## src/rtl/mem_access_unit_pkg.sv

```systemverilog
// mem_access_unit_pkg: shared FSM encoding, size/rw constants and timeout limit
package mem_access_unit_pkg;
  typedef enum logic [1:0] {IDLE, ACCESS, DONE} state_t;
  localparam logic SIZE_WORD = 1'b1;
  localparam logic SIZE_BYTE = 1'b0;
  localparam logic RW_READ = 1'b0;
  localparam logic RW_WRITE = 1'b1;
  localparam logic [7:0] TIMEOUT_MAX = 8'd255;
  typedef struct packed {
    logic        size;
    logic        rw;
    logic        load;
    logic        rf;
    logic [3:0]  rd;
    logic [31:0] addr;
    logic [31:0] data;
  } req_t;
endpackage

```

## src/rtl/mem_byte_lane.sv

```systemverilog
// mem_byte_lane: byte-enable generation, store byte replication and load lane extraction
module mem_byte_lane
  import mem_access_unit_pkg::*;
(
  input  logic        size_i,
  input  logic [1:0]  lane_i,
  input  logic [31:0] wdata_i,
  input  logic [31:0] rdata_i,
  output logic [3:0]  byte_en_o,
  output logic [31:0] wdata_o,
  output logic [31:0] rdata_o
);
  logic byte_op;
  always_comb begin
    byte_op = size_i == SIZE_BYTE;
    byte_en_o = byte_op ? 4'b0001 << lane_i : 4'b1111;
    wdata_o = byte_op ? {4{wdata_i[7:0]}} : wdata_i;
    rdata_o = byte_op ? {24'd0, rdata_i[{lane_i, 3'b000} +: 8]} : rdata_i;
  end
endmodule

```

## src/rtl/mem_access_unit.sv

```systemverilog
// mem_access_unit: MEM-stage access FSM with wait timeout; MEM_ALIGN_CHECK_EN rejects misaligned word ops
module mem_access_unit
  import mem_access_unit_pkg::*;
(
  input  logic        CLK,
  input  logic        CLR,
  input  logic        Size_In,
  input  logic        Enable_In,
  input  logic        rw_In,
  input  logic        Load_In,
  input  logic        rf_In,
  input  logic [31:0] Addr_In,
  input  logic [31:0] Data_In,
  input  logic [3:0]  Rd_In,
  output logic        Mem_Req,
  output logic        Mem_Write,
  output logic [31:0] Mem_Addr,
  output logic [31:0] Mem_WData,
  output logic [3:0]  Mem_ByteEn,
  input  logic        Mem_Ready,
  input  logic [31:0] Mem_RData,
  output logic [31:0] Result_Out,
  output logic [3:0]  Rd_Out,
  output logic        rf_Out,
  output logic        Load_Out,
  output logic        Stall_Out,
  output logic        Err_Out
);
  state_t state_q, state_d;
  logic [7:0] cnt_q, cnt_d;
  req_t req_q, req_d;
  logic [31:0] result_q, result_d;
  logic [3:0] rd_q, rd_d;
  logic rf_q, rf_d, load_q, load_d, err_q, err_d;
  logic misalign, acc;
  logic [3:0] lane_be;
  logic [31:0] lane_wdata, lane_rdata;
  mem_byte_lane u_lane (
    .size_i(req_q.size),
    .lane_i(req_q.addr[1:0]),
    .wdata_i(req_q.data),
    .rdata_i(Mem_RData),
    .byte_en_o(lane_be),
    .wdata_o(lane_wdata),
    .rdata_o(lane_rdata)
  );
`ifdef MEM_ALIGN_CHECK_EN
  assign misalign = Enable_In && Size_In == SIZE_WORD && Addr_In[1:0] != 2'b00;
`else
  assign misalign = 1'b0;
`endif
  assign acc = state_q == ACCESS;
  assign Mem_Req = acc;
  assign Mem_Write = acc && req_q.rw == RW_WRITE;
  assign Mem_Addr = !acc ? '0 : req_q.size == SIZE_WORD ? {req_q.addr[31:2], 2'b00} : req_q.addr;
  assign Mem_WData = acc ? lane_wdata : '0;
  assign Mem_ByteEn = acc ? lane_be : '0;
  assign Result_Out = result_q;
  assign Rd_Out = rd_q;
  assign rf_Out = rf_q;
  assign Load_Out = load_q;
  assign Err_Out = err_q;
  always_comb begin
    state_d = state_q;
    cnt_d = cnt_q;
    req_d = req_q;
    result_d = result_q;
    rd_d = rd_q;
    rf_d = rf_q;
    load_d = load_q;
    err_d = 1'b0;
    Stall_Out = 1'b0;
    case (state_q)
      IDLE: begin
        if (Enable_In && !misalign) begin
          req_d = '{size: Size_In, rw: rw_In, load: Load_In, rf: rf_In, rd: Rd_In, addr: Addr_In, data: Data_In};
          cnt_d = '0;
          state_d = ACCESS;
          Stall_Out = 1'b1;
        end else begin
          result_d = misalign ? '0 : Addr_In;
          rd_d = Rd_In;
          rf_d = rf_In && !misalign;
          load_d = Load_In;
          err_d = misalign;
        end
      end
      ACCESS: begin
        Stall_Out = 1'b1;
        if (Mem_Ready || cnt_q == TIMEOUT_MAX - 8'd1) begin
          result_d = !Mem_Ready ? '0 : req_q.rw == RW_READ ? lane_rdata : req_q.addr;
          rd_d = req_q.rd;
          rf_d = req_q.rf && Mem_Ready;
          load_d = req_q.load;
          err_d = !Mem_Ready;
          state_d = DONE;
        end else begin
          cnt_d = cnt_q + 8'd1;
        end
      end
      default: state_d = IDLE;
    endcase
  end
  always_ff @(posedge CLK) begin
    if (CLR) begin
      state_q <= IDLE;
      cnt_q <= '0;
      req_q <= '0;
      result_q <= '0;
      rd_q <= '0;
      rf_q <= 1'b0;
      load_q <= 1'b0;
      err_q <= 1'b0;
    end else begin
      state_q <= state_d;
      cnt_q <= cnt_d;
      req_q <= req_d;
      result_q <= result_d;
      rd_q <= rd_d;
      rf_q <= rf_d;
      load_q <= load_d;
      err_q <= err_d;
    end
  end
endmodule

```

## config.mk

```make
export PLATFORM = sky130hd
export DESIGN_NAME = mem_access_unit
export DESIGN_NICKNAME = d
export VERILOG_FILES = /design/src/rtl/mem_access_unit_pkg.sv /design/src/rtl/mem_byte_lane.sv /design/src/rtl/mem_access_unit.sv
export SDC_FILE = /design/constraint.sdc
export NUM_CORES = 1
export LEC_CHECK = 0
export CAP_MARGIN = 20
export CORE_MARGIN = 2
export CORE_UTILIZATION = 45
export DETAILED_ROUTE_END_ITERATION = 8
export PLACE_DENSITY = 0.8
export RECOVER_POWER = 25
export SLEW_MARGIN = 10
export SYNTH_ARGS = -nofsm -noshare
export SYNTH_HDL_FRONTEND = slang
export SYNTH_SLANG_ARGS = --single-unit
```

## constraint.sdc

```tcl
create_clock -name CLK -period 2.3 [get_ports CLK]
set_clock_uncertainty 0.1 [all_clocks]
set_input_delay 0.69 -clock CLK [delete_from_list [all_inputs] [get_ports CLK]]
set_output_delay 0.69 -clock CLK [all_outputs]
set_load 0.005 [all_outputs]
```

==> qor.txt, run 1 <==
Status - finished, violations left
Failing checks - setup timing
Synthesis-stage register bit count - 121
Count leader, synth - nand2_1
Worst path required time - 1.51 ns
Initial antenna violation count - 1
Mapped Area - 0.006078 sq mm
Most used DFF post-synth - dfxtp_1
Die height - 120.2 um
Critical Path Sink Type - output port
Iter 0 DRT Violations - 828
Layout cells sized above 1 - 22.18%
CTS tree - yes
Asr flop ratio synth - 0%
Multi-input logic area - 0.003435 sq mm
CP Data Arrival Time - 1.62 ns
Ant. Diodes - 0
Pwr/cell area - 695.6 mW/mm^2
Residual DRC - 0
Number of nets still failing antenna checks after routing - 0
RSZ-0062 raised after global routing - true
Max Clk Rate - 0.4155 GHz
Clk_lat worst skew - 0.41 ns
Syn Inst Count - 774
Most instantiated cells after synthesis - 191 x nand2_1, 152 x a21oi_1, 121 x dfxtp_1, 39 x and2_1, 32 x buf_2
Area after DPL - 0.008586 sq mm
Peak supply drop - 522.2 uV
Pre-antenna DRT Iters - 5
# hold bufs at CTS - 0
Fillcell total - 1021
Final hold slack - 0.3510 ns
Leading area contributor after synthesis - dfxtp_1
Final hold violation count - 0
Fin. max-slew vios - 0
Largest buffer count on any clock path - 2
CP Cell Sequence - nand2b_4 > inv_8 > buf_6 > buf_12 > buf_16 > and2_4 > buf_6
Pin count of the biggest net entering global routing - 50
Wire per inst - 18.56 um
FF+latch area - 0.002430 sq mm
WHS Endpoint - req_q[36]$_SDFFE_PP0P_
CTS Root Cell - clkbuf_16
Leakage - 3.691 nW
R2R depth - 7
CP max stage cell - dfxtp_2
Seq/Total Area, Yosys - 39.85%
Worst setup SP type - flip-flop
Clk slew on worst S/H paths - 0.05 ns
Max-capacitance violation count - 0
Post-route setup slack - -0.1066 ns
Vias after detailed routing - 6689
Mapped Nets - 884
GP Congestion - 0.8689
Number of unique standard cell types used by synthesis - 49
Io pins - 218
Tmin final - 2.407 ns
Final instance area - 0.009598 sq mm
Hold Crit Class - reg2reg
Routed WL - 22010 um
Die X - 120.2 um
Cell mode on critical path - buf_6
Die area - 0.01445 sq mm
Core Util, Final - 72.48%
Area Overhead vs Synth - 57.90%
Final nets - 1108
Hold path start - req_q[36]$_SDFFE_PP0P_
Synth warn - 0
CTS H-tree lvls - 4
Yosys top cell area share - 39.85%
Place WS - -0.2927 ns
Vias per inst - 5.640
GRT overflow - 0
Core Box Area - 0.01324 sq mm
Setup TNS - -1.293 ns
Number of flops mapped to enable cells by yosys - 0
Syn_area_per_cell - 7.853 sq um
CP Max Fanout - 6
PortBufs - 217
Worst r2r dst - Result_Out[10]$_SDFFE_PP0P_
Top cells by area, synth - dfxtp_1 40%, a21oi_1 13%, nand2_1 12%
Pwr Total - 6.676 mW
Post-detail-place hpwl - 14290 um
Register-to-Register Setup Slack - 0.24 ns
Worst reg2reg startpoint - cnt_q[0]$_SDFFE_PP0P_
Final cell count without fillers - 1186
Slowest stage delay, CP - 0.33 ns
Number of global-route vias before repair - 6358
Relative slew margins - 65.95%
Worst Tran Pin Value - 0.5107 ns
Placed cell count - 1139
CTS Buf Count - 17
Starting Density - 45.90%
All-Layer GR Usage - 30.34%
Critical path type - reg2out
Hold path cells - 2
Final Setup Violations - 19
# rows - 42
Clock Sinks - 121
First-pass GRT wire length - 34540 um
Crit share post-route - 104.6%
==> placed cells by master (no fill, tap or decap), types with 7 or more instances in the layout <==
master	count
nand2_1	191
a21oi_1	148
clkdlybuf4s50_1	142
dfxtp_1	117
buf_6	37
buf_4	34
and2_4	31
a22oi_1	25
a2bb2oi_1	24
a211oi_2	19
clkbuf_16	17
nor2_1	15
a211oi_1	13
a311oi_1	13
buf_2	13
clkdlybuf4s15_1	13
buf_12	13
clkbuf_2	10
nand2b_4	9
mux2i_1	9
inv_1	8
o21ai_0	8
clkbuf_8	7
==> how the worst max path moves through the flow <==
stage	to	from	slack, ns	cells past startpoint
final	Mem_Addr[15]	state_q[1]$_SDFFE_PP0P_	-0.11	7
after global routing	Mem_Addr[26]	state_q[1]$_SDFFE_PP0P_	-0.15	7
after CTS	Mem_ByteEn[3]	state_q[1]$_SDFFE_PP0P_	-0.27	4
after detailed placement	Stall_Out	Enable_In	-0.29	4
after global placement	Stall_Out	Enable_In	-0.28	4
after floorplan	Mem_WData[18]	req_q[71]$_SDFFE_PP0P_	0.28	5
==> routing by layer <==
layer | track usage, % | vias to the layer above | routed length (um)
met5 | 0 | - | 0
met4 | 11.12 | 0 | 694
met3 | 8.774 | 52 | 2020
met2 | 47.94 | 340 | 10480
met1 | 39.50 | 3142 | 8814
li1 | - | 3155 | -
==> critical path: cells and delay by family, from the launching register on <==
kind	cells	cell delay [ns]
buffers and inverters	5	0.53
AND/OR/NAND/NOR	2	0.34
flip-flops	1	0.33
==> power breakdown <==
part	total, mW	internal [mW]	switching [mW]
Sequential	2.37	2.26	0.115
Combinational	1.37	0.721	0.647
Clock	2.94	2.00	0.933
==> area by class of cell <==
type | instances | share of cell area, %
clock buffers | 24 | 5.436
repair buffers | 278 | 29.33
well taps | 176 | 2.294
clock inverters | 7 | 1.408
flip-flops and latches | 121 | 25.32
multi-input cells | 571 | 35.78
inverters | 9 | 0.4302
==> flip-flops by register name, indices dropped and copies added, names as in the netlist <==
signal	count
Rd_Out	4
Err_Out	1
rf_Out	1
Result_Out	32
Load_Out	1
cnt_q	8
state_q	2
req_q	72
==> cells by family (layout without fill, tap and decap cells) <==
group	after synthesis	count (layout)	share of synthesized area (%)
DFF	121	121	39.85
AOI/OAI and AO/OA	269	269	29.50
muxes	10	10	1.667
adders and majority gates	2	2	0.4116
buffers and inverters	82	318	6.834
xor gates and xnor gates	4	4	0.5765
and+or+nand+nor	286	286	21.16
==> repair_timing <==
item                                   4_1_cts  5_1_grt
buffers inserted                             9        5
endpoints found under the hold margin        0        0
setup endpoints to repair                   71       66
pin swaps                                   11        1
cloned                                       6        0
gates resized for setup                    288       46
No activity file was read; power rests on OpenSTA's default activity.
==> run 2: changes to the inputs <==
Settings changed: CAP_MARGIN 20 to 40, SETUP_SLACK_MARGIN set to 0.1.
==> qor.txt, run 2 (synthesized netlist as in run 1, its figures left out) <==
Critical path type - reg2out
Status - finished, violations left
Die height - 120.2 um
Gate power share - 21.0%
Slowest stage delay, CP - 0.33 ns
PortBufs - 217
Place WS - -0.2927 ns
Max Clk Rate - 0.4173 GHz
Clk slew on worst S/H paths - 0.05 ns
Switching share of total power - 25.51%
Number of flip-flops in the largest register - 72
CTS H-tree lvls - 4
Number of global-route vias before repair - 6447
Initial antenna violation count - 0
# rows - 42
CP Cell Sequence - nand2b_4 > inv_8 > buf_6 > buf_12 > buf_16 > and2_4 > buf_6
RSZ-0062 raised after global routing - true
Residual DRC - 0
Final hold violation count - 0
Sw Pwr - 1.712 mW
Crit share post-route - 104.2%
Multi-input logic area - 0.003548 sq mm
Worst setup SP type - flip-flop
Tmin final - 2.396 ns
All-Layer GR Usage - 30.64%
Leakage - 3.722 nW
Most frequent cells in the layout - 191 x nand2_1, 143 x clkdlybuf4s50_1, 126 x a21oi_1
First-pass GRT wire length - 34970 um
Layout cells sized above 1 - 26.75%
Number of nets still failing antenna checks after routing - 0
Iter 0 DRT Violations - 741
Core Util, Final - 73.05%
Worst Tran Pin Value - 0.5160 ns
Family with the most delay on the worst path - buffers and inverters
CP max stage cell - dfxtp_2
Core Box Area - 0.01324 sq mm
Worst path required time - 1.51 ns
Max-capacitance violation count - 0
Wire per inst - 18.65 um
CTS Buf Count - 17
Post-detail-place hpwl - 14290 um
Critical Path Sink Type - output port
CTS Root Cell - clkbuf_16
# hold bufs at CTS - 0
Final hold slack - 0.3529 ns
Setup TNS - -1.594 ns
Failing checks - setup timing
Pre-antenna DRT Iters - 7
Internal - 4.999 mW
FF+latch area - 0.002427 sq mm
Die X - 120.2 um
Area Overhead vs Synth - 59.16%
Most flop-heavy register - req_q
Pin count of the biggest net entering global routing - 50
Starting Density - 45.90%
Final nets - 1111
Die area - 0.01445 sq mm
Final Setup Violations - 26
Fin. max-slew vios - 0
Vias after detailed routing - 6750
CP Max Fanout - 6
Vias per inst - 5.677
GRT overflow - 0
Clock Sinks - 121
Fillcell total - 998
Seq pwr share - 35.3%
Post-route setup slack - -0.09607 ns
Crit path buf inv count - 5
CP Data Arrival Time - 1.61 ns
GP Congestion - 0.8689
Largest buffer count on any clock path - 2
Cell mode on critical path - buf_6
Pwr/cell area - 693.7 mW/mm^2
CTS tree - yes
Relative slew margins - 65.60%
Clock Power Share - 43.7%
Most common cell after layout, fill and taps aside - nand2_1
Io pins - 218
Clk_lat worst skew - 0.41 ns
Peak supply drop - 500.0 uV
Ant. Diodes - 0
Hold Crit Class - reg2reg
Routed WL - 22180 um
## run 2: cell types whose count changed in the layout (fill, tap and decap cells not counted), moves of 6 or more
cell	change
buf_2	+26
a21oi_1	-22
a21oi_2	+22
clkdlybuf4s15_1	-13
clkbuf_2	-6
dlygate4sd2_1	-6
## run 2: layout make-up
type                       count  share of cell area [%]
clock inverter                 7                   1.397
multi-input combinational    571                   36.68
tap                          176                   2.276
clock buffer                  24                   5.393
timing repair buffer         281                   28.74
sequential                   121                   25.09
inverter                       9                  0.4268
## run 2: power groups by stage
stage	combinational (mW)	sequential [mW]	clock, mW
floorplan	0.613	2.38	0
global placement	1.23	2.39	0
detailed placement	1.24	2.40	0
CTS	1.40	2.36	2.96
global route	1.51	2.38	3.07
finish	1.41	2.37	2.93
## run 2: path summary, 6_finish.rpt
| kind | startpoint | to | slack (ns) | cells after the start |
|---|---|---|---|---|
| max | state_q[1]$_SDFFE_PP0P_ | Mem_Addr[15] | -0.1 | 7 |
| max reg2reg | req_q[33]$_SDFFE_PP0P_ | Result_Out[4]$_SDFFE_PP0P_ | 0.32 | 6 |
| min | req_q[36]$_SDFFE_PP0P_ | req_q[36]$_SDFFE_PP0P_ | 0.35 | 2 |
| min reg2reg | req_q[36]$_SDFFE_PP0P_ | req_q[36]$_SDFFE_PP0P_ | 0.35 | 2 |
## run 2: timing repair
| action | in CTS | in global routing |
|---|---|---|
| gates resized for setup | 382 | 36 |
| pin swaps | 16 | 1 |
| gates cloned | 6 | 1 |
| buffers inserted | 13 | 3 |
| endpoints found under the setup margin | 71 | 70 |
## run 2: per-layer routing
layer / vias up / wire, um / track usage, %
met3: 45 / 1782 / 7.830
met1: 3210 / 9113 / 40.18
li1: 3161 / - / -
met4: 0 / 602 / 9.666
met5: - / 0 / 0
met2: 334 / 10680 / 49.61
## run 2: worst register-to-register path: stages (launching register included)
cell and delay [ns]:
dfxtp_1 0.44, buf_4 0.29, mux2i_1 0.11, a211oi_1 0.44, buf_4 0.19, o21ai_0 0.09
a311oi_1 0.25
## run 2: metrics by stage
stage,cells,cell area (sq um),total power [mW]
2_1_floorplan,774,6078,2.990
3_3_place_gp,1139,8586,3.624
3_5_place_dp,1139,8586,3.640
4_1_cts,1189,9617,6.715
5_1_grt,1189,9674,6.966
6_report,1189,9674,6.711
